File: src/rtl/sccb_config_sequencer_if.sv
// SCCB transaction handshake between the configuration sequencer (master)
// and the bit-level SCCB engine (slave). One request is outstanding at a time;
// the slave answers with a single-cycle xfer_ack, qualified by xfer_nack/xfer_rdata.
interface sccb_config_sequencer_if;
  logic       xfer_req;
  logic       xfer_rd;
  logic [7:0] xfer_addr;
  logic [7:0] xfer_wdata;
  logic       xfer_ack;
  logic       xfer_nack;
  logic [7:0] xfer_rdata;

  modport master (
    output xfer_req, xfer_rd, xfer_addr, xfer_wdata,
    input  xfer_ack, xfer_nack, xfer_rdata
  );

  modport slave (
    input  xfer_req, xfer_rd, xfer_addr, xfer_wdata,
    output xfer_ack, xfer_nack, xfer_rdata
  );
endinterface

File: src/rtl/sccb_config_sequencer.sv
// SCCB configuration sequencer: walks a combinational {addr, data} LUT,
// performs leading ID-check reads, then writes every remaining entry through
// the SCCB master. Handles power-up settle, soft-reset settle (reg 0x12 bit7),
// NACK retries and sticky pass status.
// Optional build macro SCCB_CFG_VERIFY_EN: read back each ordinary write and
// re-issue it on mismatch; adds the verify_fail output.
module sccb_config_sequencer #(
  parameter int LUT_SIZE       = 173,
  parameter int READ_ENTRIES   = 2,
  parameter int INDEX_W        = 8,
  parameter int POWERUP_CYCLES = 25000,
  parameter int SRST_CYCLES    = 25000,
  parameter int MAX_RETRY      = 3,
  parameter int ID_STRICT      = 1
) (
  input  logic                   clk,
  input  logic                   rst,
  input  logic                   start,
  output logic [INDEX_W-1:0]     lut_index,
  input  logic [15:0]            lut_data,
  sccb_config_sequencer_if.master sccb,
  output logic                   busy,
  output logic                   done,
  output logic                   error,
  output logic                   id_mismatch,
  output logic [INDEX_W-1:0]     err_index
`ifdef SCCB_CFG_VERIFY_EN
  ,
  output logic                   verify_fail
`endif
);

  localparam int RETRY_W = (MAX_RETRY > 0) ? $clog2(MAX_RETRY + 1) : 1;
  localparam int CNT_MAX = (POWERUP_CYCLES > SRST_CYCLES) ? POWERUP_CYCLES : SRST_CYCLES;
  localparam int CNT_W   = (CNT_MAX > 1) ? $clog2(CNT_MAX) : 1;

  localparam logic [RETRY_W-1:0] RETRY_LIMIT = RETRY_W'(MAX_RETRY);
  localparam logic [CNT_W-1:0]   PWR_LAST    = CNT_W'(POWERUP_CYCLES - 1);
  localparam logic [CNT_W-1:0]   SRST_LAST   = CNT_W'(SRST_CYCLES - 1);
  localparam logic [INDEX_W-1:0] LAST_INDEX  = INDEX_W'(LUT_SIZE - 1);

  typedef enum logic [3:0] {
    IDLE   = 4'd0,
    PWRUP  = 4'd1,
    FETCH  = 4'd2,
    ISSUE  = 4'd3,
    WAIT   = 4'd4,
    CHECK  = 4'd5,
    DELAY  = 4'd6,
    DONE   = 4'd7,
    FAIL   = 4'd8
`ifdef SCCB_CFG_VERIFY_EN
    ,
    VREAD  = 4'd9,
    VCHECK = 4'd10
`endif
  } state_t;

  // A write of 0x12 with bit7 set is the sensor soft reset and needs settle time.
  function automatic logic is_soft_reset(input logic [7:0] addr, input logic [7:0] data);
    return (addr == 8'h12) && data[7];
  endfunction

  state_t               state_r, state_nxt_s;
  logic [INDEX_W-1:0]   lut_index_r, lut_index_nxt_s;
  logic [7:0]           addr_r, addr_nxt_s;
  logic [7:0]           data_r, data_nxt_s;
  logic                 rd_r, rd_nxt_s;
  logic                 req_r, req_nxt_s;
  logic                 nack_r, nack_nxt_s;
  logic [7:0]           rdata_r, rdata_nxt_s;
  logic [RETRY_W-1:0]   retry_r, retry_nxt_s;
  logic [CNT_W-1:0]     cnt_r, cnt_nxt_s;
  logic                 busy_r, busy_nxt_s;
  logic                 done_r, done_nxt_s;
  logic                 error_r, error_nxt_s;
  logic                 id_mismatch_r, id_mismatch_nxt_s;
  logic [INDEX_W-1:0]   err_index_r, err_index_nxt_s;
`ifdef SCCB_CFG_VERIFY_EN
  logic                 verify_fail_r, verify_fail_nxt_s;
`endif
  logic                 op_is_read_s;
  logic                 adv_s;
  logic                 fail_s;

  assign op_is_read_s = (32'(lut_index_r) < READ_ENTRIES);

  // State and datapath registers; async reset drops xfer_req immediately.
  always_ff @(posedge clk or posedge rst) begin
    if (rst) begin
      state_r       <= IDLE;
      lut_index_r   <= '0;
      addr_r        <= 8'h00;
      data_r        <= 8'h00;
      rd_r          <= 1'b0;
      req_r         <= 1'b0;
      nack_r        <= 1'b0;
      rdata_r       <= 8'h00;
      retry_r       <= '0;
      cnt_r         <= '0;
      busy_r        <= 1'b0;
      done_r        <= 1'b0;
      error_r       <= 1'b0;
      id_mismatch_r <= 1'b0;
      err_index_r   <= '0;
`ifdef SCCB_CFG_VERIFY_EN
      verify_fail_r <= 1'b0;
`endif
    end else begin
      state_r       <= state_nxt_s;
      lut_index_r   <= lut_index_nxt_s;
      addr_r        <= addr_nxt_s;
      data_r        <= data_nxt_s;
      rd_r          <= rd_nxt_s;
      req_r         <= req_nxt_s;
      nack_r        <= nack_nxt_s;
      rdata_r       <= rdata_nxt_s;
      retry_r       <= retry_nxt_s;
      cnt_r         <= cnt_nxt_s;
      busy_r        <= busy_nxt_s;
      done_r        <= done_nxt_s;
      error_r       <= error_nxt_s;
      id_mismatch_r <= id_mismatch_nxt_s;
      err_index_r   <= err_index_nxt_s;
`ifdef SCCB_CFG_VERIFY_EN
      verify_fail_r <= verify_fail_nxt_s;
`endif
    end
  end

  // Next-state and next-register logic; entry advance / abort resolved at the end.
  always_comb begin
    state_nxt_s       = state_r;
    lut_index_nxt_s   = lut_index_r;
    addr_nxt_s        = addr_r;
    data_nxt_s        = data_r;
    rd_nxt_s          = rd_r;
    req_nxt_s         = req_r;
    nack_nxt_s        = nack_r;
    rdata_nxt_s       = rdata_r;
    retry_nxt_s       = retry_r;
    cnt_nxt_s         = cnt_r;
    busy_nxt_s        = busy_r;
    done_nxt_s        = done_r;
    error_nxt_s       = error_r;
    id_mismatch_nxt_s = id_mismatch_r;
    err_index_nxt_s   = err_index_r;
`ifdef SCCB_CFG_VERIFY_EN
    verify_fail_nxt_s = verify_fail_r;
`endif
    adv_s  = 1'b0;
    fail_s = 1'b0;

    case (state_r)
      IDLE, DONE, FAIL: begin
        if (start) begin
          done_nxt_s        = 1'b0;
          error_nxt_s       = 1'b0;
          id_mismatch_nxt_s = 1'b0;
`ifdef SCCB_CFG_VERIFY_EN
          verify_fail_nxt_s = 1'b0;
`endif
          lut_index_nxt_s   = '0;
          retry_nxt_s       = '0;
          cnt_nxt_s         = '0;
          busy_nxt_s        = 1'b1;
          state_nxt_s       = (POWERUP_CYCLES == 0) ? FETCH : PWRUP;
        end else begin
          state_nxt_s = state_r;
        end
      end
      PWRUP: begin
        if (cnt_r == PWR_LAST) begin
          cnt_nxt_s   = '0;
          state_nxt_s = FETCH;
        end else begin
          cnt_nxt_s = cnt_r + CNT_W'(1);
        end
      end
      FETCH: begin
        addr_nxt_s  = lut_data[15:8];
        data_nxt_s  = lut_data[7:0];
        rd_nxt_s    = op_is_read_s;
        req_nxt_s   = 1'b1;
        state_nxt_s = ISSUE;
      end
      ISSUE: begin
        state_nxt_s = WAIT;
      end
      WAIT: begin
        if (sccb.xfer_ack) begin
          nack_nxt_s  = sccb.xfer_nack;
          rdata_nxt_s = sccb.xfer_rdata;
          req_nxt_s   = 1'b0;
          state_nxt_s = CHECK;
        end else begin
          req_nxt_s = 1'b1;
        end
      end
      CHECK: begin
        if (nack_r) begin
          if (retry_r < RETRY_LIMIT) begin
            retry_nxt_s = retry_r + RETRY_W'(1);
            req_nxt_s   = 1'b1;
            state_nxt_s = ISSUE;
          end else begin
            fail_s = 1'b1;
          end
        end else if (op_is_read_s) begin
          if (rdata_r != data_r) begin
            id_mismatch_nxt_s = 1'b1;
            if (ID_STRICT != 0) begin
              fail_s = 1'b1;
            end else begin
              adv_s = 1'b1;
            end
          end else begin
            adv_s = 1'b1;
          end
        end else if (is_soft_reset(addr_r, data_r)) begin
          if (SRST_CYCLES == 0) begin
            adv_s = 1'b1;
          end else begin
            cnt_nxt_s   = '0;
            state_nxt_s = DELAY;
          end
        end else begin
`ifdef SCCB_CFG_VERIFY_EN
          rd_nxt_s    = 1'b1;
          req_nxt_s   = 1'b1;
          state_nxt_s = VREAD;
`else
          adv_s = 1'b1;
`endif
        end
      end
      DELAY: begin
        if (cnt_r == SRST_LAST) begin
          cnt_nxt_s = '0;
          adv_s     = 1'b1;
        end else begin
          cnt_nxt_s = cnt_r + CNT_W'(1);
        end
      end
`ifdef SCCB_CFG_VERIFY_EN
      VREAD: begin
        if (sccb.xfer_ack) begin
          nack_nxt_s  = sccb.xfer_nack;
          rdata_nxt_s = sccb.xfer_rdata;
          req_nxt_s   = 1'b0;
          state_nxt_s = VCHECK;
        end else begin
          req_nxt_s = 1'b1;
        end
      end
      VCHECK: begin
        if (nack_r || (rdata_r != data_r)) begin
          // A NACKed readback is retried but is not a data mismatch.
          verify_fail_nxt_s = verify_fail_r | ~nack_r;
          if (retry_r < RETRY_LIMIT) begin
            retry_nxt_s = retry_r + RETRY_W'(1);
            rd_nxt_s    = 1'b0;
            req_nxt_s   = 1'b1;
            state_nxt_s = ISSUE;
          end else begin
            fail_s = 1'b1;
          end
        end else begin
          adv_s = 1'b1;
        end
      end
`endif
      default: begin
        req_nxt_s   = 1'b0;
        busy_nxt_s  = 1'b0;
        state_nxt_s = IDLE;
      end
    endcase

    case ({fail_s, adv_s})
      2'b10, 2'b11: begin
        err_index_nxt_s = lut_index_r;
        busy_nxt_s      = 1'b0;
        error_nxt_s     = 1'b1;
        req_nxt_s       = 1'b0;
        state_nxt_s     = FAIL;
      end
      2'b01: begin
        retry_nxt_s = '0;
        if (lut_index_r == LAST_INDEX) begin
          busy_nxt_s  = 1'b0;
          done_nxt_s  = 1'b1;
          state_nxt_s = DONE;
        end else begin
          lut_index_nxt_s = lut_index_r + INDEX_W'(1);
          state_nxt_s     = FETCH;
        end
      end
      default: begin
      end
    endcase
  end

  assign lut_index       = lut_index_r;
  assign sccb.xfer_req   = req_r;
  assign sccb.xfer_rd    = rd_r;
  assign sccb.xfer_addr  = addr_r;
  assign sccb.xfer_wdata = data_r;
  assign busy            = busy_r;
  assign done            = done_r;
  assign error           = error_r;
  assign id_mismatch     = id_mismatch_r;
  assign err_index       = err_index_r;
`ifdef SCCB_CFG_VERIFY_EN
  assign verify_fail     = verify_fail_r;
`endif

endmodule

File: src/flat_wrapper.sv
// flat-port wrapper written by rule: the top's interface ports become plain ports
module sccb_config_sequencer_flat 
#(
  parameter int LUT_SIZE       = 173,
  parameter int READ_ENTRIES   = 2,
  parameter int INDEX_W        = 8,
  parameter int POWERUP_CYCLES = 25000,
  parameter int SRST_CYCLES    = 25000,
  parameter int MAX_RETRY      = 3,
  parameter int ID_STRICT      = 1
)
  (clk, rst, start, lut_index, lut_data, busy, done, error, id_mismatch, err_index, sccb_xfer_req, sccb_xfer_rd, sccb_xfer_addr, sccb_xfer_wdata, sccb_xfer_ack, sccb_xfer_nack, sccb_xfer_rdata);
  sccb_config_sequencer_if sccb_i ();
  input  logic clk;
  input  logic rst;
  input  logic start;
  output logic [INDEX_W-1:0] lut_index;
  input  logic [15:0] lut_data;
  output logic busy;
  output logic done;
  output logic error;
  output logic id_mismatch;
  output logic [INDEX_W-1:0] err_index;
  output wire logic [$bits(sccb_i.xfer_req)-1:0] sccb_xfer_req;
  output wire logic [$bits(sccb_i.xfer_rd)-1:0] sccb_xfer_rd;
  output wire logic [$bits(sccb_i.xfer_addr)-1:0] sccb_xfer_addr;
  output wire logic [$bits(sccb_i.xfer_wdata)-1:0] sccb_xfer_wdata;
  input wire logic [$bits(sccb_i.xfer_ack)-1:0] sccb_xfer_ack;
  input wire logic [$bits(sccb_i.xfer_nack)-1:0] sccb_xfer_nack;
  input wire logic [$bits(sccb_i.xfer_rdata)-1:0] sccb_xfer_rdata;
  assign sccb_xfer_req = sccb_i.xfer_req;
  assign sccb_xfer_rd = sccb_i.xfer_rd;
  assign sccb_xfer_addr = sccb_i.xfer_addr;
  assign sccb_xfer_wdata = sccb_i.xfer_wdata;
  assign sccb_i.xfer_ack = sccb_xfer_ack;
  assign sccb_i.xfer_nack = sccb_xfer_nack;
  assign sccb_i.xfer_rdata = sccb_xfer_rdata;
  sccb_config_sequencer #(.LUT_SIZE(LUT_SIZE), .READ_ENTRIES(READ_ENTRIES), .INDEX_W(INDEX_W), .POWERUP_CYCLES(POWERUP_CYCLES), .SRST_CYCLES(SRST_CYCLES), .MAX_RETRY(MAX_RETRY), .ID_STRICT(ID_STRICT)) u_core (.clk(clk), .rst(rst), .start(start), .lut_index(lut_index), .lut_data(lut_data), .sccb(sccb_i), .busy(busy), .done(done), .error(error), .id_mismatch(id_mismatch), .err_index(err_index));
endmodule
File: config.mk
export PLATFORM = sky130hd
export DESIGN_NAME = sccb_config_sequencer_flat
export DESIGN_NICKNAME = d
export VERILOG_FILES = /design/src/rtl/sccb_config_sequencer_if.sv /design/src/rtl/sccb_config_sequencer.sv /design/src/flat_wrapper.sv
export SDC_FILE = /design/constraint.sdc
export NUM_CORES = 1
export LEC_CHECK = 0
export ABC_AREA = 1
export BUFFER_PORTS_ARGS = -buffer_cell sky130_fd_sc_hd__buf_2
export CAP_MARGIN = 0
export CORE_ASPECT_RATIO = 2
export CORE_MARGIN = 4
export CORE_UTILIZATION = 50
export CTS_CLUSTER_SIZE = 25
export DETAILED_ROUTE_END_ITERATION = 7
export PLACE_DENSITY = 0.76
export RECOVER_POWER = 25
export SYNTH_ARGS = -nofsm -noshare
export SYNTH_HDL_FRONTEND = slang
export SYNTH_SLANG_ARGS = --single-unit
File: constraint.sdc
create_clock -name clk -period 1.75 [get_ports clk]
set_input_delay 0.0875 -clock clk [delete_from_list [all_inputs] [get_ports clk]]
set_output_delay 0.0875 -clock clk [all_outputs]
set_load 0.005 [all_outputs]
==> impl_metrics.xml <==
<?xml version="1.0" encoding="UTF-8"?>
<metrics>
  <group name="outcome">
    <metric name="run_status" unit="">finished, violations left</metric>
    <metric name="failing_checks" unit="">hold timing</metric>
  </group>
  <group name="logic_synthesis">
    <metric name="cells_after_synthesis" unit="">434</metric>
    <metric name="synth_edf_count" unit="">0</metric>
    <metric name="synth.cells.most_frequent" unit="">121 x sky130_fd_sc_hd__nand2_1, 68 x sky130_fd_sc_hd__dfrtp_1, 43 x sky130_fd_sc_hd__nor2_1</metric>
    <metric name="leading_cell_type_by_number_of_instances_after_synthesis" unit="">sky130_fd_sc_hd__nand2_1</metric>
    <metric name="syn-cell-area" unit="mm²">0.00355</metric>
    <metric name="synth.distinct_cells" unit="">41</metric>
    <metric name="post_synth_main_area_contributors" unit="">sky130_fd_sc_hd__dfrtp_1 48%, sky130_fd_sc_hd__nand2_1 13%, sky130_fd_sc_hd__nor2_1 4.6%</metric>
    <metric name="yosysWarningCount" unit="">0</metric>
    <metric name="synth_top_area_cell" unit="">sky130_fd_sc_hd__dfrtp_1</metric>
    <metric name="ys_seq_area_share" unit="%">48.0</metric>
    <metric name="synth.avg_cell_area" unit="µm²">8.17</metric>
    <metric name="synth_fp_nets" unit="">467</metric>
    <metric name="ys_seq_elements" unit="">68</metric>
    <metric name="post-synth-top-area-fraction" unit="%">48.0</metric>
    <metric name="synth_async_sr_flop_share" unit="%">100</metric>
    <metric name="synth_ff_type" unit="">sky130_fd_sc_hd__dfrtp_1</metric>
  </group>
  <group name="routing">
    <metric name="antenna_violating_nets_post_route" unit="">0</metric>
    <metric name="postRouteWirelength" unit="µm">10200</metric>
    <metric name="post-route-drc-count" unit="">0</metric>
    <metric name="route.detailed.vias_per_inst" unit="">5.38</metric>
    <metric name="drtIter0Drc" unit="">154</metric>
    <metric name="first_pass_iters" unit="">4</metric>
    <metric name="detailroute.via_count" unit="">3570</metric>
    <metric name="wl_per_cell" unit="µm">15.4</metric>
  </group>
  <group name="global_routing">
    <metric name="vias_in_the_first_global_route" unit="">3657</metric>
    <metric name="grt.total_usage" unit="%">25.6</metric>
    <metric name="antenna_found_initial" unit="">0</metric>
    <metric name="grt_first_pass_wirelength" unit="µm">16600</metric>
    <metric name="grt_overflow" unit="">0</metric>
    <metric name="grt_max_degree" unit="">31</metric>
  </group>
  <group name="worst_hold_path">
    <metric name="worst_hold_path.endpoint" unit="">u_core.rdata_r[6]</metric>
    <metric name="worst_min_delay_path_startpoint" unit="">sccb_xfer_rdata[6]</metric>
    <metric name="worstHoldPathCells" unit="">2</metric>
    <metric name="min-delay-path-class" unit="">input pin to flip-flop</metric>
  </group>
  <group name="floorplan">
    <metric name="die-width" unit="µm">67.5</metric>
    <metric name="core.rowCount" unit="">43</metric>
    <metric name="start_util" unit="%">51.1</metric>
    <metric name="boundaryPins" unit="">67</metric>
    <metric name="die_height" unit="µm">127</metric>
    <metric name="die_area" unit="mm²">0.00858</metric>
    <metric name="core_region_area" unit="mm²">0.00694</metric>
  </group>
  <group name="setup_path">
    <metric name="critical_path.reg2reg.startpoint" unit="">u_core.cnt_r[0]</metric>
    <metric name="criticalPathCategory" unit="">flip-flop to flip-flop</metric>
    <metric name="critical-path-slowest-cell" unit="">sky130_fd_sc_hd__dfrtp_1</metric>
    <metric name="path_max_fanout" unit="">4</metric>
    <metric name="worstPathCellList" unit="">ha_4 &gt; nand2_4 &gt; nor4_4 &gt; nand2_1 &gt; nand2_2 &gt; nand2_4 &gt; a21oi_4 &gt; o21ai_1 &gt; o21ai_1</metric>
    <metric name="regToRegSetupSlack" unit="ns">0.04</metric>
    <metric name="startpoint_type" unit="">flip-flop</metric>
    <metric name="arrival" unit="ns">1.97</metric>
    <metric name="endpoint_kind" unit="">flip-flop</metric>
    <metric name="crit-reg2reg-capture" unit="">u_core.state_r[1]</metric>
    <metric name="r2r.worst_path.cells" unit="">9</metric>
    <metric name="critPathRequiredTime" unit="ns">2.01</metric>
    <metric name="max_stage_delay" unit="ns">0.42</metric>
  </group>
  <group name="sta">
    <metric name="min_period_over_period" unit="%">97.9</metric>
    <metric name="finalSetupTns" unit="ns">0</metric>
    <metric name="max_freq" unit="MHz">584</metric>
    <metric name="worst_slew_margin_rel" unit="%">55.3</metric>
    <metric name="timing_worst_slew_pin_value" unit="ns">0.669</metric>
    <metric name="setup_viol" unit="">0</metric>
    <metric name="final.setup_skew" unit="ns">0.00472</metric>
    <metric name="finalHoldWorstSlack" unit="ns">-0.00343</metric>
    <metric name="rsz0062_at_grt" unit="">true</metric>
    <metric name="timing.final.crit_period" unit="ns">1.71</metric>
    <metric name="worst_slack" unit="ns">0.0371</metric>
    <metric name="number_of_failing_hold_endpoints_at_the_final_stage" unit="">1</metric>
    <metric name="slew_viol_final" unit="">0</metric>
  </group>
  <group name="finish">
    <metric name="multiInputGateArea" unit="mm²">0.00177</metric>
    <metric name="n_fill_cell" unit="">501</metric>
    <metric name="flow.area_growth_from_synthesis" unit="%">39.5</metric>
    <metric name="antenna_cells_inserted" unit="">0</metric>
    <metric name="fin_nets" unit="">603</metric>
    <metric name="share_of_final_layout_standard_cells_stronger_than_drive_strength_1" unit="%">30.1</metric>
    <metric name="final_cell_area" unit="mm²">0.00495</metric>
    <metric name="register_area" unit="mm²">0.00170</metric>
  </group>
  <group name="run">
    <metric name="max-cap-violations" unit="">0</metric>
  </group>
  <group name="power">
    <metric name="worst_ir_drop_vdd" unit="µV">1060</metric>
    <metric name="share_clk_of_total_power" unit="%">21.4</metric>
    <metric name="p_switching" unit="mW">3.08</metric>
    <metric name="comb_power_share" unit="%">44.1</metric>
    <metric name="sw_frac_of_total" unit="%">39.5</metric>
    <metric name="power.share.sequential" unit="%">34.5</metric>
    <metric name="cellLeakagePower" unit="nW">2.47</metric>
    <metric name="power_density_normalized_to_cell_area" unit="mW/mm²">1580</metric>
    <metric name="power.internal" unit="mW">4.71</metric>
  </group>
  <group name="place">
    <metric name="dpl_cell_area" unit="mm²">0.00424</metric>
    <metric name="setup_ws_pre_cts" unit="ns">-0.0660</metric>
    <metric name="buffer_ports.inserted" unit="">66</metric>
    <metric name="detailed_place_hpwl" unit="µm">7080</metric>
    <metric name="gp_congestion" unit="">0.931</metric>
  </group>
  <group name="clock_network">
    <metric name="clkLatencyLatePin" unit="ns">0.33</metric>
    <metric name="cts-root-buf" unit="">sky130_fd_sc_hd__clkbuf_16</metric>
    <metric name="cts_max_level" unit="">3</metric>
    <metric name="tritoncts" unit="">built</metric>
    <metric name="clk_path_buf_depth" unit="">2</metric>
    <metric name="tritoncts.num_buffers" unit="">9</metric>
    <metric name="clk_pin_slew_worst_paths" unit="ns">0.05</metric>
    <metric name="tritoncts_num_sinks" unit="">68</metric>
  </group>
</metrics>
[worst max-delay path by stage]
stage,end,slack [ns],from,depth (start not counted)
after floorplan,u_core.lut_index[0],0.21,u_core.cnt_r[0],8
after global placement,u_core.lut_index[6],-0.06,u_core.cnt_r[0],8
after detailed placement,u_core.lut_index[2],-0.07,u_core.cnt_r[0],8
after CTS,u_core.state_r[0],0.007,u_core.cnt_r[0],8
after global routing,u_core.lut_index[4],-0.06,u_core.cnt_r[0],9
final,u_core.state_r[1],0.04,u_core.cnt_r[0],9
[per-layer routing]
layer	up-vias	GRT usage [%]	wire, µm
met3	59	6.16	434
met5	-	0	0
met4	0	17.3	724
li1	1684	-	-
met2	129	44.1	5690
met1	1698	26.1	3370
[power by group through the flow]
stage / Clock [mW] / Sequential [mW] / Combinational [mW]
floorplan: 0 / 2.63 / 1.90
global placement: 0 / 2.64 / 2.98
detailed placement: 0 / 2.67 / 3.03
CTS: 1.69 / 2.66 / 3.11
global route: 1.77 / 2.76 / 3.81
finish: 1.67 / 2.69 / 3.44
[flip-flops by register name, indices dropped and copies added (netlist names)]
register	cells
u_core.cnt_r	15
u_core.err_index	8
u_core.lut_index	8
u_core.rdata_r	8
u_core.sccb.xfer_addr	8
u_core.sccb.xfer_wdata	8
u_core.state_r	4
u_core.retry_r	2
u_core.busy	1
u_core.done	1
u_core.error	1
u_core.id_mismatch	1
u_core.nack_r	1
u_core.sccb.xfer_rd	1
u_core.sccb.xfer_req	1
[placed cells by master (no fill, tap or decap), types with 3 or more instances in the layout]
cell and instances:
sky130_fd_sc_hd__clkbuf_1 6, sky130_fd_sc_hd__ha_1 3, sky130_fd_sc_hd__nor3_1 7, sky130_fd_sc_hd__nand4_1 8, sky130_fd_sc_hd__nand2_1 113, sky130_fd_sc_hd__xnor2_1 5, sky130_fd_sc_hd__clkbuf_16 9, sky130_fd_sc_hd__mux2_2 5
sky130_fd_sc_hd__buf_4 42, sky130_fd_sc_hd__dlygate4sd3_1 20, sky130_fd_sc_hd__a21oi_1 14, sky130_fd_sc_hd__o21a_1 3, sky130_fd_sc_hd__o21ai_2 3, sky130_fd_sc_hd__nor2_1 41, sky130_fd_sc_hd__xor2_1 11, sky130_fd_sc_hd__inv_1 36
sky130_fd_sc_hd__o21ai_0 19, sky130_fd_sc_hd__o21ai_1 17, sky130_fd_sc_hd__nand3_1 20, sky130_fd_sc_hd__nand2_4 7, sky130_fd_sc_hd__nand2_2 9, sky130_fd_sc_hd__dfrtp_1 68, sky130_fd_sc_hd__buf_2 62, sky130_fd_sc_hd__inv_2 5
[metrics by stage]
step / std cells / power, mW / util, %
after global routing: 664 / 8.34 / 71.3
after floorplan: 434 / 4.53 / -
after detailed placement: 617 / 5.70 / 61.0
after global placement: 617 / 5.62 / 61.0
final: 664 / 7.79 / 71.3
after CTS: 652 / 7.47 / 68.0
[critical path, delay by kind of cell, from the launching register on]
family / cells / cell delay, ns
simple gates: 5 / 0.74
flops: 1 / 0.42
compound gates: 3 / 0.30
fa+ha+maj: 1 / 0.17
[layout make-up]
| class | instances | area share, % |
|---|---|---|
| clock inverters | 2 | 0.202 |
| clock buffers | 13 | 5.26 |
| multi-input cells | 314 | 35.8 |
| inverters | 45 | 3.79 |
| well taps | 90 | 2.28 |
| repair buffers | 132 | 18.3 |
| flip-flops and latches | 68 | 34.4 |
[timing repair]
item / 4_1_cts / 5_1_grt
setup buffers: 0 / 12
pin swaps: 1 / 10
setup endpoints to repair: 11 / 41
hold buffers: 20 / 0
endpoints found under the hold margin: 47 / 0
resized for setup: 2 / 35
[cells by family (layout without fill, tap and decap cells)]
logic type / count (synthesis) / count (layout) / synth area share (%)
buffers and inverters: 52 / 192 / 6.00
DFF: 68 / 68 / 48.0
AOI/OAI and AO/OA: 66 / 66 / 10.9
and+or+nand+nor: 222 / 222 / 27.9
xor gates and xnor gates: 16 / 16 / 3.95
adders and majority gates: 4 / 4 / 1.41
muxes: 6 / 6 / 1.87
Note: power is estimated with default switching activity, not from simulation.
